[src/rtl/handshake_protocol_monitor.sv]
// Passive checker for NUM_CH independent ready/valid channels: counts transfers,
// flags valid drops, payload changes and over-long stalls as sticky per-channel errors.
module handshake_protocol_monitor #(
  parameter int NUM_CH     = 3,
  parameter int DATA_WIDTH = 4,
  parameter int CNT_WIDTH  = 16,
  parameter int MAX_STALL  = 15,
  localparam int FW        = $clog2(NUM_CH) + 1
) (
  input  logic                           CLK,
  input  logic                           ASYNCRESETN,
  input  logic                           clear,
  input  logic [NUM_CH-1:0]              valid,
  input  logic [NUM_CH-1:0]              ready,
  input  logic [NUM_CH*DATA_WIDTH-1:0]   data,
  output logic [NUM_CH*CNT_WIDTH-1:0]    xfer_count,
  output logic [NUM_CH-1:0]              err_valid_drop,
  output logic [NUM_CH-1:0]              err_data_change,
  output logic [NUM_CH-1:0]              err_stall,
  output logic                           err_any,
  output logic [FW-1:0]                  first_err_ch
);

  // Handshake: a transfer happens on any cycle with valid&ready; once valid is
  // raised without ready, valid must stay high and data must stay constant until ready.
  typedef enum logic {IDLE = 1'b0, PEND = 1'b1} ch_state_t;

  localparam logic [7:0]    MAX_ST = 8'(MAX_STALL);
  localparam logic [FW-1:0] NONE   = '1;

  // state_q is the per-channel FSM state, left visible for hierarchical probing.
  ch_state_t             state_q [NUM_CH];
  ch_state_t             state_d [NUM_CH];
  logic [7:0]            stall_q [NUM_CH];
  logic [7:0]            stall_d [NUM_CH];
  logic [DATA_WIDTH-1:0] held_q  [NUM_CH];
  logic [DATA_WIDTH-1:0] held_d  [NUM_CH];

  logic [NUM_CH-1:0]           ev_drop, ev_dchg, ev_stall, ev_any;
  logic [NUM_CH-1:0]           drop_d, dchg_d, stall_err_d;
  logic [NUM_CH*CNT_WIDTH-1:0] count_d;
  logic [FW-1:0]               first_d;

  always_comb begin
    ev_drop  = '0;
    ev_dchg  = '0;
    ev_stall = '0;
    count_d  = xfer_count;
    for (int i = 0; i < NUM_CH; i++) begin
      state_d[i] = state_q[i];
      stall_d[i] = stall_q[i];
      held_d[i]  = held_q[i];
      case (state_q[i])
        IDLE: begin
          if (valid[i] && !ready[i]) begin
            state_d[i] = PEND;
            stall_d[i] = 8'd1;
            held_d[i]  = data[i*DATA_WIDTH +: DATA_WIDTH];
          end
        end
        PEND: begin
          if (!valid[i]) begin
            ev_drop[i] = 1'b1;
            state_d[i] = IDLE;
            stall_d[i] = 8'd0;
          end else begin
            ev_dchg[i] = (data[i*DATA_WIDTH +: DATA_WIDTH] != held_q[i]);
            if (ready[i]) begin
              state_d[i] = IDLE;
              stall_d[i] = 8'd0;
            end else begin
              ev_stall[i] = (stall_q[i] >= MAX_ST);
              if (stall_q[i] != 8'hFF) stall_d[i] = stall_q[i] + 8'd1;
            end
          end
        end
        default: state_d[i] = IDLE;
      endcase
      if (clear)
        count_d[i*CNT_WIDTH +: CNT_WIDTH] = '0;
      else if (valid[i] && ready[i])
        count_d[i*CNT_WIDTH +: CNT_WIDTH] = xfer_count[i*CNT_WIDTH +: CNT_WIDTH] + CNT_WIDTH'(1);
    end

    ev_any      = ev_drop | ev_dchg | ev_stall;
    drop_d      = clear ? '0 : (err_valid_drop  | ev_drop);
    dchg_d      = clear ? '0 : (err_data_change | ev_dchg);
    stall_err_d = clear ? '0 : (err_stall       | ev_stall);

    // Only the very first error event since reset/clear is recorded; lowest index wins ties.
    first_d = first_err_ch;
    if (clear) begin
      first_d = NONE;
    end else if (first_err_ch == NONE && |ev_any) begin
      for (int i = NUM_CH - 1; i >= 0; i--)
        if (ev_any[i]) first_d = FW'(i);
    end
  end

  always_ff @(posedge CLK or negedge ASYNCRESETN) begin
    if (!ASYNCRESETN) begin
      for (int i = 0; i < NUM_CH; i++) begin
        state_q[i] <= IDLE;
        stall_q[i] <= 8'd0;
        held_q[i]  <= '0;
      end
      xfer_count      <= '0;
      err_valid_drop  <= '0;
      err_data_change <= '0;
      err_stall       <= '0;
      err_any         <= 1'b0;
      first_err_ch    <= NONE;
    end else begin
      for (int i = 0; i < NUM_CH; i++) begin
        state_q[i] <= state_d[i];
        stall_q[i] <= stall_d[i];
        held_q[i]  <= held_d[i];
      end
      xfer_count      <= count_d;
      err_valid_drop  <= drop_d;
      err_data_change <= dchg_d;
      err_stall       <= stall_err_d;
      err_any         <= |{drop_d, dchg_d, stall_err_d};
      first_err_ch    <= first_d;
    end
  end

endmodule

[config.mk]
export PLATFORM = sky130hd
export DESIGN_NAME = handshake_protocol_monitor
export DESIGN_NICKNAME = d
export VERILOG_FILES = /design/src/rtl/handshake_protocol_monitor.sv
export SDC_FILE = /design/constraint.sdc
export NUM_CORES = 1
export LEC_CHECK = 0
export BUFFER_PORTS_ARGS = -buffer_cell sky130_fd_sc_hd__buf_2
export CAP_MARGIN = 0
export CORE_MARGIN = 5
export CORE_UTILIZATION = 61
export DETAILED_ROUTE_END_ITERATION = 10
export PLACE_DENSITY = 0.85
export SLEW_MARGIN = 5
export SYNTH_ARGS = -nofsm -noshare
export SYNTH_HDL_FRONTEND = slang
export SYNTH_SLANG_ARGS = --single-unit
[constraint.sdc]
create_clock -name CLK -period 3.4 [get_ports CLK]
set_input_delay 0.68 -clock CLK [delete_from_list [all_inputs] [get_ports CLK]]
set_output_delay 0.68 -clock CLK [all_outputs]
set_load 0.01 [all_outputs]
# --- Word level (Yosys, flattened, before mapping) ---
# Index checks and enable logic that the tools add are counted.
word_totals:
  ff_bits: 100
  latchBits: 0
  ramBits: 0
  romBits: 0
  inputBits: 21
  output_inout_bits: 61
  elab_cells: 133
  n_memories: 0
classes:
  addsub: 6
  multipliers: 0
  div: 0
  magnitude_cmp: 3
  n_eq_ne: 13
  n_shift: 0
  mux: 62
  n_bitwise: 8
  n_reduce_logical: 24
op_table:
  columns: ["op", "n"]
  rows:
  - ["$mux 16", 6]
  - ["$mux 8", 12]
  - ["$add 16x1->16 const B", 3]
  - ["$pmux 8 s2", 3]
  - ["$mux 1", 30]
  - ["$add 8x1->8 const B", 3]
  - ["$ge 8x4->1 const B", 3]
  - ["$mux 3", 8]
  - ["$ne 8x8->1 const B", 3]
  - ["$or 3x3->3", 5]
  - ["$reduce_and 2->1", 7]
  - ["$ne 4x3->1 const B", 3]
  - ["$ne 4x4->1", 3]
  - ["$reduce_or 9->1", 1]
  - ["$reduce_bool 2->1", 4]
  - ["$logic_and 1x1->1", 7]
  - ["$ne 2x2->1 const B", 3]
  - ["$pmux 1 s2", 3]
  - ["$reduce_bool 4->1", 1]
  - ["$eq 3x3->1 const B", 1]
  - ["$logic_not 1->1", 3]
  - ["$not 1->1", 3]
  - ["$reduce_or 3->1", 1]

# --- Longest topological paths before layout ---
# Gate-level depths: netlist of the first run.
logic_depth:
  word_depth: 10
  depth_mapped: 8
  ltp_nobuf: 6

# --- Worst setup path before layout of the first run ---
# Ideal clock, no wire load.
synth_timing:
  path_kind: "input port to flip-flop"
  from: "input data[1]"
  to: "register err_any"
  setup_ns: 0.139
  t_arrival_ns: 1.854
  required_time_ns: 3.261
  setup_slack_ns: 1.408
  stages: 5
  path_buffers: 0
  cell_sequence: "xor2_1 -> o41a_1 -> a21oi_2 -> a31oi_1 -> or4_1"
synth_via:
  elab_chain_cells: 6
synth_rtl:
  columns: ["item", "line_no", "source"]
  rows:
  - ["from (decl)", "15", "input logic [NUM_CH*DATA_WIDTH-1:0] data,"]
  - ["$ne 4x4->1", "67", "ev_dchg[i] = (data[i*DATA_WIDTH +: DATA_WIDTH] != held_q[i]);"]
  - ["$mux 1", "62", "if (!valid[i]) begin"]
  - ["$mux 1", "53", "case (state_q[i])"]
  - ["$or 3x3->3", "87", "dchg_d = clear ? '0 : (err_data_change | ev_dchg);"]
  - ["$mux 3", "87", null]
  - ["$reduce_or 9->1", "123", "err_any <= |{drop_d, dchg_d, stall_err_d};"]
  - ["to (signal assigned)", "123", null]
  - ["to (decl)", "20", "output logic err_any,"]
# No other way between the ends.
# A chain may end at the register's enable or synchronous reset.

# --- Worst setup path in the final report of the first run ---
layout_timing:
  from: "register stall_q[0] in the netlist's numbering"
  to: "register stall_q[3] in the netlist's numbering"
layout_via:
  elab_chain_cells: 5
  elab_cells_between_ends: 8
  cone_classes: "add/sub: 1; eq/ne: 2; mux: 4; reduce/logical: 1"
layout_rtl:
  columns: ["item", "line_no", "source"]
  rows:
  - ["from (decl)", "34", "logic [7:0] stall_q [NUM_CH];"]
  - ["from (signal, indexed assignment)", "116", "stall_q[i] <= stall_d[i];"]
  - ["$add 8x1->8", "73", "if (stall_q[i] != 8'hFF) stall_d[i] = stall_q[i] + 8'd1;"]
  - ["$mux 8", "73", null]
  - ["$mux 8", "68", "if (ready[i]) begin"]
  - ["$mux 8", "62", null]
  - ["$pmux 8 s2", "53", null]
# Parallel ways exist; a longest one is shown, timed or not. The select of a mux whose other input is x is not followed.

==> impl_metrics.env, run 1 <==
export IMPL_grt_pass1_vias=3961
export IMPL_routed_wl_mm=10.79
export IMPL_post_cts_resized=0
export IMPL_yosys_warnings=0
export IMPL_final_common_cell="dfrtp_1"
export IMPL_via_count=4013
export IMPL_area_growth_pct=13.13
export IMPL_ys_seq_area_frac=0.5048
export IMPL_gp_congestion=0.8780
export IMPL_ios=82
export IMPL_maxCapViolations=0
export IMPL_cp_required_ps=3700
export IMPL_cp_data_arrival_time_ps=2320
export IMPL_synth_nets=536
export IMPL_fin_crit_sh=0.5937
export IMPL_cts_sinks=100
export IMPL_worst_pin_slew_ps=544.5
export IMPL_die_h_um=100.2
export IMPL_worstSkewPairLatency_ps=360
export IMPL_async_flop_share=1.000
export IMPL_drive_above_1_share=0.2074
export IMPL_finalHoldViolCount=0
export IMPL_die_w_um=100.2
export IMPL_report_final_slew_viol_count=0
export IMPL_ir_drop_mv=0.2347
export IMPL_ys_flop_type="dfrtp_1"
export IMPL_grt_usage=0.2242
export IMPL_fp_dieArea_sq_mm=0.01004
export IMPL_synth_area_per_cell_sq_um=9.754
export IMPL_relSlewSlack=0.6337
export IMPL_cts_reportedPaths_clkPinSlew_ps=90
export IMPL_core_sq_mm=0.008051
export IMPL_fin_crit_ps=2019
export IMPL_postCtsSetupRepairBufs=0
export IMPL_crit_path_end_kind="flop"
export IMPL_placementRows=33
export IMPL_crit_type="flop to flop"
export IMPL_tns_ps=0
export IMPL_start_util=0.6166
export IMPL_grt_pass1_wl_mm=18.33
export IMPL_vias_per_cell=5.749
export IMPL_rsz0062_at_grt="false"
export IMPL_ys_ff_latch=100
export IMPL_synth_edff_count=0
export IMPL_power_density_mw_per_mm2=391.3
export IMPL_port_buffers=81
export IMPL_status="finished, final reports clean"
export IMPL_cts_tree="built"
export IMPL_r2r_slack_ps=1380
export IMPL_final_cell_mix="dfrtp_1, buf_2, nor2_1"
export IMPL_globalRouteOverflowTotal=0
export IMPL_grt_max_degree=101
export IMPL_leakage_nw=2.664
export IMPL_cts_root_buf="clkbuf_8"
export IMPL_drc_errors=0
export IMPL_clk_path_buf_depth=2
export IMPL_post_drt_wl_per_cell_um=15.45
export IMPL_setup_violations=0
export IMPL_crit_fanout=6
export IMPL_hpwl_mm=7.863
export IMPL_clock_fmax_mhz=495.4
export IMPL_critPathSlowestCell="or3_1"
export IMPL_antenna_found_initial=0
export IMPL_ant_nets=0
export IMPL_total_power_mw=2.198
export IMPL_drt_initial_drc_count=206
export IMPL_cp_slowest_stage_delay_ps=450
export IMPL_drtPass1Iterations=4
export IMPL_synth_cells=509
export IMPL_cts_hold_fix_buffers=0
export IMPL_finalClockSkew_ps=12.86
export IMPL_start_kind="flop"
export IMPL_num_antenna_cells=0
export IMPL_final_core_util=0.6976
export IMPL_hold_class="input pin to async pin"
export IMPL_h_tree_depth=3
export IMPL_cts_buffers_inserted=9
export IMPL_worstPathCellList="ha_1 > nand3_1 > nor3_2 > or3_1 > or3b_1 > nand2_1"
export IMPL_synth_distinct_cells=48
export IMPL_hold_slack_ps=366.8
export IMPL_syn_area_sq_mm=0.004965
export IMPL_nets=616
synth_stat cells, types with 2 or more instances:
master / instances / area, sq um
o31ai_1: 10 / 75.07
o21a_1: 3 / 22.52
inv_1: 14 / 52.55
nor3_1: 8 / 40.04
a21oi_1: 17 / 85.08
mux2i_1: 5 / 50.05
nand4_1: 11 / 68.82
o21ai_0: 28 / 140.1
dfrtp_1: 97 / 2427
nor4_1: 7 / 43.79
nand3_1: 28 / 140.1
nor2_1: 79 / 296.5
dfstp_2: 3 / 78.83
ha_1: 6 / 75.07
nor2b_1: 3 / 18.77
buf_6: 2 / 22.52
clkbuf_1: 5 / 18.77
or3_1: 9 / 56.30
nand2b_1: 5 / 31.28
a31oi_1: 5 / 31.28
o22ai_1: 8 / 50.05
or3b_1: 3 / 26.28
nand2_1: 40 / 150.1
nand2b_4: 2 / 27.53
mux2_2: 12 / 135.1
buf_4: 2 / 15.01
xor2_1: 30 / 262.8
and4_1: 2 / 17.52
and3_1: 18 / 112.6
or2_2: 3 / 18.77
buf_2: 3 / 15.01
xnor2_1: 25 / 219.0
per-stage QoR:
| step | cells | cell area, sq um | setup WS [ps] |
|---|---|---|---|
| final | 698 | 5617 | 1381 |
| after global routing | 698 | 5617 | 1271 |
| after CTS | 698 | 5617 | 1401 |
| after detailed placement | 683 | 5451 | 1226 |
| after global placement | 683 | 5451 | 1245 |
| after floorplan | 509 | 4965 | 1408 |
kinds of logic after synthesis:
family / after synthesis / share of synthesized area
adders and majority gates: 6 / 0.01512
muxes: 17 / 0.03730
DFF: 100 / 0.5048
AOI/OAI and AO/OA: 76 / 0.09047
xor gates and xnor gates: 55 / 0.09703
buffers and inverters: 29 / 0.02747
and+or+nand+nor: 226 / 0.2278
where the power goes:
part	switching, mW	leakage [nW]	internal (mW)	total (mW)
clock	0.404	0.0787	0.265	0.669
sequential	0.0499	1.34	1.24	1.29
combinational	0.131	1.24	0.104	0.234
total	0.584	2.66	1.61	2.20
final timing paths:
check                                             from                           to  cells after the start
min in group CLK           first_err_ch[0]$_DFFE_PN1P_  first_err_ch[0]$_DFFE_PN1P_                      2
min                                        ASYNCRESETN        held_q[9]$_DFFE_PN0P_                      2
max reg2reg                     stall_q[0]$_DFFE_PN0P_       stall_q[3]$_DFFE_PN0P_                      6
max                             stall_q[0]$_DFFE_PN0P_       stall_q[3]$_DFFE_PN0P_                      6
max in group asynchronous                  ASYNCRESETN   xfer_count[40]$_DFFE_PN0P_                      2
min reg2reg                first_err_ch[0]$_DFFE_PN1P_  first_err_ch[0]$_DFFE_PN1P_                      2
critical path: cells and delay by family (launching register included):
kind / cells / cell delay, ps
DFF: 1 / 430
adders and majority gates: 1 / 270
and+or+nand+nor: 5 / 1260
registers in the layout, indices dropped and copies added, names as in the netlist:
register,flops
err_stall,3
xfer_count,48
stall_q,24
state_q,3
held_q,12
err_any,1
err_data_change,3
err_valid_drop,3
first_err_ch,3
layout make-up:
cell class                 count  area [sq um]
clock buffer                  10         127.6
clock inverter                 5         37.54
fill                         604          2435
inverter                      15         56.30
multi-input combinational    380          2322
sequential                   100          2506
tap                          105         131.4
timing repair buffer          83         435.4
layer usage:
layer,wire length (um),up-vias,GRT usage
met4,151,0,0.06321
met3,638,15,0.05837
met2,5301,116,0.3670
li1,-,1928,-
met5,0,-,0
met1,4695,1954,0.2967
(Power assumes the default switching activity.)
==> inputs of run 2 (changes only) <==
--- a/config.mk
+++ b/config.mk
@@ -8,9 +8,9 @@
 export BUFFER_PORTS_ARGS = -buffer_cell sky130_fd_sc_hd__buf_2
 export CAP_MARGIN = 0
 export CORE_MARGIN = 5
-export CORE_UTILIZATION = 61
+export CORE_UTILIZATION = 51
 export DETAILED_ROUTE_END_ITERATION = 10
-export PLACE_DENSITY = 0.85
+export PLACE_DENSITY = 0.76
 export SLEW_MARGIN = 5
 export SYNTH_ARGS = -nofsm -noshare
 export SYNTH_HDL_FRONTEND = slang
==> constraint.sdc (replaced) <==
create_clock -name CLK -period 1.7 [get_ports CLK]
set_input_delay 0.34 -clock CLK [delete_from_list [all_inputs] [get_ports CLK]]
set_output_delay 0.34 -clock CLK [all_outputs]
set_load 0.01 [all_outputs]
==> run 2 against run 1 <==
Compared with the run above:
- the flow now finishes with violations (setup timing)
- largest cell class unchanged
- clock power rose by 140%
- power increased by 120%
- sequential share of layout area shrank 4.2 points
- utilization decreased by 5.4 points
- worst setup slack lost 1500 ps
==> impl_metrics.env, run 2 (synthesis gave the netlist of run 1 again) <==
export IMPL_rr_worst_depth=5
export IMPL_grtUsageMet3=0.06039
export IMPL_pre_cts_ws_ps=-162.4
export IMPL_ant_nets=0
export IMPL_leakage_nw=2.994
export IMPL_fin_crit_ps=1816
export IMPL_placementRows=36
export IMPL_layout_setup_ws_ps=-116.3
export IMPL_cts_tree="built"
export IMPL_final_common_cell="dfrtp_1"
export IMPL_largest_registers="xfer_count: 48 flops, stall_q: 24 flops, held_q: 12 flops"
export IMPL_start_util=0.5151
export IMPL_holdCritStartpoint="clear"
export IMPL_status="finished, violations left"
export IMPL_cp_slowest_stage_delay_ps=460
export IMPL_final_cell_mix="dfrtp_1, buf_2, nor2_1"
export IMPL_power_density_mw_per_mm2=763.1
export IMPL_largest_register="xfer_count"
export IMPL_worstPathCellList="xor2_1 > o41a_1 > a21oi_2 > a31oi_1 > or4_1"
export IMPL_dpl_cell_area_sq_mm=0.005801
export IMPL_design_area_sq_mm=0.006202
export IMPL_antenna_found_initial=0
export IMPL_finalHoldViolCount=0
export IMPL_drive_above_1_share=0.2995
export IMPL_met1_usage=0.2849
export IMPL_cts_reportedPaths_clkPinSlew_ps=90
export IMPL_clk_path_buf_depth=2
export IMPL_relSlewSlack=0.7571
export IMPL_r2r_slack_ps=-120
export IMPL_grt_max_degree=62
export IMPL_via_count=4174
export IMPL_top_usage_layer="met2"
export IMPL_dp_cells=750
export IMPL_final_core_util=0.6434
export IMPL_crit_path_end_kind="flop"
export IMPL_post_drt_wl_per_cell_um=14.90
export IMPL_globalRouteOverflowTotal=0
export IMPL_drtPass1Iterations=5
export IMPL_nets=663
export IMPL_hold_end="err_valid_drop[0]$_DFF_PN0_"
export IMPL_fin_crit_sh=1.068
export IMPL_drt_initial_drc_count=211
export IMPL_startpoint="held_q[10]$_DFFE_PN0P_"
export IMPL_cts_sinks=100
export IMPL_gp_congestion=0.8667
export IMPL_die_h_um=108.7
export IMPL_cts_root_buf="clkbuf_8"
export IMPL_vias_per_cell=5.393
export IMPL_hpwl_mm=8.285
export IMPL_die_w_um=108.7
export IMPL_timing_rr_start="held_q[10]$_DFFE_PN0P_"
export IMPL_area_growth_pct=24.92
export IMPL_routed_wl_mm=11.53
export IMPL_num_antenna_cells=0
export IMPL_critical_path_top_delay_family="compound AO/OA/AOI/OAI gates"
export IMPL_clock_fmax_mhz=550.6
export IMPL_violations="setup timing"
export IMPL_crit_buf_inv=0
export IMPL_fillers=768
export IMPL_worstSkewPairLatency_ps=380
export IMPL_r2r_end="err_any$_DFF_PN0_"
export IMPL_largest_reg_flops=48
export IMPL_drc_errors=0
export IMPL_grt_pass1_vias=3944
export IMPL_hold_path_cell_count=2
export IMPL_fp_dieArea_sq_mm=0.01181
export IMPL_ios=82
export IMPL_core_sq_mm=0.009639
export IMPL_cp_data_arrival_time_ps=2070
export IMPL_report_final_slew_viol_count=0
export IMPL_finalClockSkew_ps=12.45
export IMPL_maxCapViolations=0
export IMPL_h_tree_depth=3
export IMPL_crit_type="flop to flop"
export IMPL_cp_required_ps=1950
export IMPL_setup_violations=1
export IMPL_crit_fanout=2
export IMPL_rsz0062_at_grt="true"
export IMPL_critPathSlowestCell="o41a_1"
export IMPL_hold_class="input pin to flop"
export IMPL_ir_drop_mv=0.4393
export IMPL_worst_pin_slew_ps=363.0
export IMPL_grt_pass1_wl_mm=19.06
export IMPL_start_kind="flop"
export IMPL_cts_buffers_inserted=9
export IMPL_grt_usage=0.2049
export IMPL_final_cells=774
export IMPL_port_buffers=81
export IMPL_grt_use_met2=0.3076
export IMPL_total_power_mw=4.733
## run 2: routing by layer
metal / wire length [um] / vias up
met5: 0 / -
met4: 158 / 0
met3: 704 / 12
met2: 5502 / 99
met1: 5167 / 2034
li1: - / 2029
## run 2: layout make-up
cell class / count / area [sq um] / area share
Clock buffer: 11 / 141.4 / 0.02280
Clock inverter: 5 / 61.31 / 0.009885
Inverter: 15 / 56.30 / 0.009078
Multi-Input combinational cell: 380 / 2479 / 0.3996
Sequential cell: 100 / 2507 / 0.4043
Tap cell: 133 / 166.4 / 0.02683
Timing Repair Buffer: 130 / 790.8 / 0.1275
## run 2: power breakdown
group          internal (mW)  switching [mW]
logic                  0.264           0.303
clock network          0.727           0.859
registers               2.49          0.0890
## run 2: worst max-delay path by stage
stage / end / depth (start not counted) / slack, ps
after floorplan: stall_q[11]$_DFFE_PN0P_ / 6 / 2
after global placement: err_any$_DFF_PN0_ / 6 / -100
after detailed placement: err_any$_DFF_PN0_ / 6 / -160
after CTS: err_any$_DFF_PN0_ / 5 / -130
after global routing: err_any$_DFF_PN0_ / 5 / -190
final: err_any$_DFF_PN0_ / 5 / -120
## run 2: timing repair
item / in CTS / in global routing
setup endpoints to repair: 6 / 21
hold endpoints to repair: 14 / 0
gates resized for setup: 1 / 27
pin swaps: 3 / 13
setup buffers: 3 / 4
hold buffers: 1 / 0
## run 2: through the flow
stage,setup TNS (ps),hold slack [ps]
CTS,-212.8,194.0
global route,-294.4,184.8
detailed placement,-367.1,216.7
floorplan,0,44.41
global placement,-139.9,214.6
finish,-116.3,206.2
## run 2: worst reg2reg max path: stages (launching register included)
cell	delay [ps]
dfrtp_1	390
xor2_1	160
o41a_1	460
a21oi_2	180
a31oi_1	90
or4_1	400
